### config.mk
export PLATFORM = sky130hd
export DESIGN_NAME = mac_feeder
export DESIGN_NICKNAME = d
export VERILOG_FILES = /design/src/rtl/mac_feeder.sv
export SDC_FILE = /design/constraint.sdc
export NUM_CORES = 2
export LEC_CHECK = 0
export CORE_ASPECT_RATIO = 1.2
export CORE_UTILIZATION = 45
export DETAILED_ROUTE_END_ITERATION = 7
export GPL_TIMING_DRIVEN = 1
export PLACE_DENSITY = 0.71
export SLEW_MARGIN = 20
export SYNTH_ARGS = -nofsm -noshare
export SYNTH_HDL_FRONTEND = slang
export SYNTH_SLANG_ARGS = --single-unit
### constraint.sdc
create_clock -name clk -period 30.9 [get_ports clk]
set_input_delay 7.725 -clock clk [delete_from_list [all_inputs] [get_ports clk]]
set_output_delay 7.725 -clock clk [all_outputs]
set_load 0.01 [all_outputs]
### src/rtl/mac_feeder.sv
// mac_feeder: buffers one NMAX-pair dot-product vector from an upstream
// valid/ready stream, replays it into the MAC as a gapless burst with ena
// held high, and captures the MAC result for a downstream valid/ready port.
// Optional protocol checking (sticky err, DRAIN timeout) is enabled by
// defining MAC_FEEDER_CHECK_EN; when undefined err is tied low.
module mac_feeder #(
   parameter int DW   = 32,
   parameter int NMAX = 64,
   parameter int CW   = 6
) (
   input  logic          clk,
   input  logic          rst_n,
   input  logic          in_valid,
   output logic          in_ready,
   input  logic [DW-1:0] in_data,
   input  logic [DW-1:0] in_weight,
   output logic [DW-1:0] mac_data,
   output logic [DW-1:0] mac_weight,
   output logic          mac_ena,
   input  logic [DW-1:0] mac_result,
   input  logic          mac_cnt_c,
   output logic          out_valid,
   input  logic          out_ready,
   output logic [DW-1:0] out_result,
   output logic          busy,
   output logic          err
);

   typedef enum logic [1:0] {
      S_FILL,
      S_ARMED,
      S_STREAM,
      S_DRAIN
   } state_t;

   localparam logic [CW-1:0] LAST = CW'(NMAX - 1);

   state_t          state_q, state_d;
   logic [CW-1:0]   wr_ptr_q, wr_ptr_d;
   logic [CW-1:0]   beat_q, beat_d;
   logic [DW-1:0]   mac_data_q, mac_data_d;
   logic [DW-1:0]   mac_weight_q, mac_weight_d;
   logic            out_valid_q, out_valid_d;
   logic [DW-1:0]   out_result_q, out_result_d;
   logic            wr_en;
   logic [2*DW-1:0] buf_q [NMAX];

`ifdef MAC_FEEDER_CHECK_EN
   logic            err_q, err_d;
   logic [1:0]      drain_cnt_q, drain_cnt_d;
`endif

   // Pair buffer: {data, weight} written at wr_ptr; contents need no reset.
   always_ff @(posedge clk) begin
      if (wr_en) begin
         buf_q[wr_ptr_q] <= {in_data, in_weight};
      end
   end

   // Next-state, operand fetch, result capture and output handshake.
   always_comb begin
      state_d      = state_q;
      wr_ptr_d     = wr_ptr_q;
      beat_d       = beat_q;
      mac_data_d   = '0;
      mac_weight_d = '0;
      out_valid_d  = out_valid_q;
      out_result_d = out_result_q;
      wr_en        = 1'b0;
`ifdef MAC_FEEDER_CHECK_EN
      err_d        = err_q;
      drain_cnt_d  = '0;
`endif

      if (out_valid_q && out_ready) begin
         out_valid_d = 1'b0;
      end
      // Capture wins over the handshake; ARMED guarantees they never meet.
      if (mac_cnt_c) begin
         out_valid_d  = 1'b1;
         out_result_d = mac_result;
      end

      case (state_q)
         S_FILL: begin
            if (in_valid) begin
               wr_en = 1'b1;
               if (wr_ptr_q == LAST) begin
                  wr_ptr_d = '0;
                  state_d  = S_ARMED;
               end else begin
                  wr_ptr_d = wr_ptr_q + 1'b1;
               end
            end
         end
         S_ARMED: begin
            if (!out_valid_q || out_ready) begin
               state_d                    = S_STREAM;
               beat_d                     = '0;
               {mac_data_d, mac_weight_d} = buf_q[0];
            end
         end
         S_STREAM: begin
            if (beat_q == LAST) begin
               beat_d = '0;
               // A zero-latency MAC may strobe on the final beat itself.
               state_d = mac_cnt_c ? S_FILL : S_DRAIN;
            end else begin
               beat_d                     = beat_q + 1'b1;
               {mac_data_d, mac_weight_d} = buf_q[beat_q + 1'b1];
            end
         end
         S_DRAIN: begin
            beat_d = '0;
            if (mac_cnt_c) begin
               state_d = S_FILL;
            end
`ifdef MAC_FEEDER_CHECK_EN
            else if (drain_cnt_q == 2'd3) begin
               state_d = S_FILL;
               err_d   = 1'b1;
            end else begin
               drain_cnt_d = drain_cnt_q + 2'd1;
            end
`endif
         end
         default: state_d = S_FILL;
      endcase

`ifdef MAC_FEEDER_CHECK_EN
      if (mac_cnt_c && !(state_q == S_DRAIN ||
                         (state_q == S_STREAM && beat_q == LAST))) begin
         err_d = 1'b1;
      end
`endif
   end

   // State and output registers with synchronous active-low reset.
   always_ff @(posedge clk) begin
      if (!rst_n) begin
         state_q      <= S_FILL;
         wr_ptr_q     <= '0;
         beat_q       <= '0;
         mac_data_q   <= '0;
         mac_weight_q <= '0;
         out_valid_q  <= 1'b0;
         out_result_q <= '0;
`ifdef MAC_FEEDER_CHECK_EN
         err_q        <= 1'b0;
         drain_cnt_q  <= '0;
`endif
      end else begin
         state_q      <= state_d;
         wr_ptr_q     <= wr_ptr_d;
         beat_q       <= beat_d;
         mac_data_q   <= mac_data_d;
         mac_weight_q <= mac_weight_d;
         out_valid_q  <= out_valid_d;
         out_result_q <= out_result_d;
`ifdef MAC_FEEDER_CHECK_EN
         err_q        <= err_d;
         drain_cnt_q  <= drain_cnt_d;
`endif
      end
   end

   assign in_ready   = (state_q == S_FILL);
   assign mac_ena    = (state_q == S_STREAM);
   assign mac_data   = mac_data_q;
   assign mac_weight = mac_weight_q;
   assign out_valid  = out_valid_q;
   assign out_result = out_result_q;
   assign busy       = (state_q != S_FILL) || (wr_ptr_q != '0);
`ifdef MAC_FEEDER_CHECK_EN
   assign err        = err_q;
`else
   assign err        = 1'b0;
`endif

endmodule
==> impl_metrics.ini <==
[run_status]
status = finished with violations
violations = DRC

[cts]
clkSinkCount = 4207
cts_buffers = 384
h-tree-depth = 5
cts_tree = yes
worstSkewPairLatency_ns = 0.97
cts_root_buf = clkbuf_16
cts.clk_slew.worst_paths_ns = 0.07
cts_resized = 0
clockBufferDepth = 4
postCtsSetupBuffers = 0
cts.hold.buffers_added = 0

[sta]
timing.fmax_mhz = 88.7
slew_violations = 0
min_period_ns = 11.28
finClkSkew_ns = 0.0989
grt_setup_unrepaired = no
worst_pin_slew_ns = 1.27
finalHoldViolCount = 0
setup_viol = 0
layout_worst_path_cycle_share = 0.365
relSlewSlack = 0.154
finalSetupTns_ns = 0

[yosys]
syn_inst = 7579
synth_cell_types = 54
postSynthAreaPerCell_um2 = 21.1
ys.flop_type = edfxtp_1
synth_seq_area_share = 0.782
syn-num-nets = 7687
synth_top_area_cell = edfxtp_1
synth_area_um2 = 160000
ys_warn_count = 0
ys_ff_latch = 4207
synth.area.top_cells = edfxtp_1 (77%), mux4_2 (13%), nand2_1 (2.0%)
synth_edf_count = 4096
synthDominantCellAreaShare = 0.768
postSynth.asyncResetShare = 0

[placement]
dp_cells = 12275
gp_congestion = 0.946
dp_hpwl_mm = 279
io_buffers = 200

[worst_setup_path]
cp_data_arrival_time_ns = 3.55
cp-startpoint = wr_ptr_q[4]
crit_required_ns = 23.18
r2r-start = beat_q[0]
r2r_cells = 10
crit_fanout = 9
r2r_end = mac_data[9]
r2r_slack_ns = 24.45
worstSetupPathType = flop to output port
end_kind = output port
startpoint_type = flop

[die]
core_um2 = 353000
rows = 239
dieArea_um2 = 358000
chipHeight_um = 655
die_w_um = 547
initial_core_util = 0.453
io_pins = 202

[routing]
vias_per_cell = 6.22
ant_nets = 0
detail_route.iter0.violations = 11373
wl_mm = 462
wl_per_cell_um = 35.6
firstDrtPassIters = 8
drcViolationCount = 18
vias = 80877

[power_and_ir_drop]
pwr_density_cell_nw_per_um2 = 62.7
irDropWorstVdd_v = 0.0000492
p_leak_nw = 54.4

[global_route]
antenna_found_initial = 26
grt_first_pass_wirelength_mm = 641
track_usage = 0.257
grt_pass1_vias = 80679
grt_max_degree = 134
grt.overflow.total = 0

[layout]
most-common-layout-cells = edfxtp_1 (4096), mux4_2 (943), nand2_1 (872)
syn_to_final_growth_pct = 12.8
layout-drive-gt1-share = 0.227
layout.nets = 8076
fin_cells = 13001
final_common_cell = edfxtp_1

[worst_hold_path]
whs_path_depth = 2
min-delay-path-class = flop to flop
hold_end = mac_data[27]
hold_path_startpoint = buf_q[0][59]

[job]
maxCapViolCount = 0
-- worst max-delay path: stages, from the launching register on --
cell	delay, ns
dfxtp_1	0.51
clkinv_1	0.31
nand2_1	0.76
or3_1	0.26
clkdlybuf4s50_1	0.75
-- cells in the mapped netlist, types with 3 or more instances --
| library cell | number |
|---|---|
| nand2_1 | 872 |
| a32oi_1 | 103 |
| o22ai_1 | 3 |
| dfxtp_1 | 111 |
| clkbuf_1 | 122 |
| buf_2 | 228 |
| mux2i_1 | 295 |
| buf_4 | 52 |
| nor3b_1 | 4 |
| xor2_1 | 4 |
| nand4_1 | 35 |
| or2_2 | 4 |
| a221oi_1 | 26 |
| nor2b_1 | 8 |
| inv_1 | 10 |
| edfxtp_1 | 4096 |
| o211ai_1 | 5 |
| and2_1 | 3 |
| nor2_1 | 110 |
| ha_1 | 7 |
| nand2b_1 | 7 |
| mux4_2 | 943 |
| nand3_1 | 209 |
| a222oi_1 | 5 |
| o2111ai_1 | 26 |
| a31oi_1 | 105 |
| a32o_1 | 50 |
| nor3_1 | 8 |
| nand3b_1 | 3 |
| xnor2_1 | 3 |
| a21oi_1 | 33 |
| buf_1 | 30 |
| or3_1 | 8 |
| o21ai_0 | 20 |
| buf_6 | 7 |
-- through the flow --
stage	power (W)	area, um2	hold slack [ns]	utilization	setup WS, ns
global placement	0.00675	168000	0.471	0.475	19.04
CTS	0.0114	180000	0.466	0.511	19.59
global route	0.0116	181000	0.496	0.511	19.58
floorplan	0.00655	160000	0.447	-	15.87
detailed placement	0.00676	168000	0.477	0.476	19.07
finish	0.0113	181000	0.469	0.511	19.62
-- flip-flops by register name (all words and copies together), names as in the netlist --
| name | cells |
|---|---|
| state_q | 2 |
| buf_q | 4096 |
| out_result | 32 |
| mac_data | 32 |
| beat_q | 6 |
| mac_weight | 32 |
| wr_ptr_q | 6 |
| out_valid | 1 |
-- power by group --
part | total [W] | switching (W) | internal [W]
Combinational | 0.000310 | 0.000232 | 0.0000777
Sequential | 0.00633 | 0.0000265 | 0.00631
Clock | 0.00469 | 0.00208 | 0.00260
Total | 0.0113 | 0.00234 | 0.00899
-- layout make-up --
class                   instances  area, um2
diodes                         13       32.5
clock buffers                 497      10400
clock inverters               210       1850
fillers                     27074     173000
inverters                      11       41.3
multi-input cells            2922      33300
flip-flops and latches       4207     125000
well taps                    4699       5880
repair buffers                442       3980
-- routing by layer --
layer,wire length [um],track usage,part of all wire,vias up
met5,96,0,0.00021,-
met4,45000,0.211,0.097,16
met3,43400,0.0438,0.094,1157
met2,222000,0.414,0.48,5233
met1,152000,0.306,0.33,42406
li1,-,-,-,32065
-- how the worst max path moves through the flow --
| stage | slack [ns] | cells past startpoint | end |
|---|---|---|---|
| final | 19.62 | 4 | busy |
| after global routing | 19.58 | 4 | busy |
| after CTS | 19.59 | 4 | busy |
| after detailed placement | 19.07 | 5 | buf_q[54][35] |
| after global placement | 19.04 | 5 | buf_q[22][0] |
| after floorplan | 15.87 | 4 | buf_q[8][0] |
-- cells by family after synthesis --
kind of cell	Yosys count	share of synthesized area
AOI/OAI and AO/OA	383	0.0184
and+or+nand+nor	1282	0.0333
DFF	4207	0.782
xor gates and xnor gates	10	0.000758
buffers and inverters	450	0.0139
adders and majority gates	7	0.000547
other	1	0.0000234
muxes	1239	0.151
(Power assumes the default switching activity.)
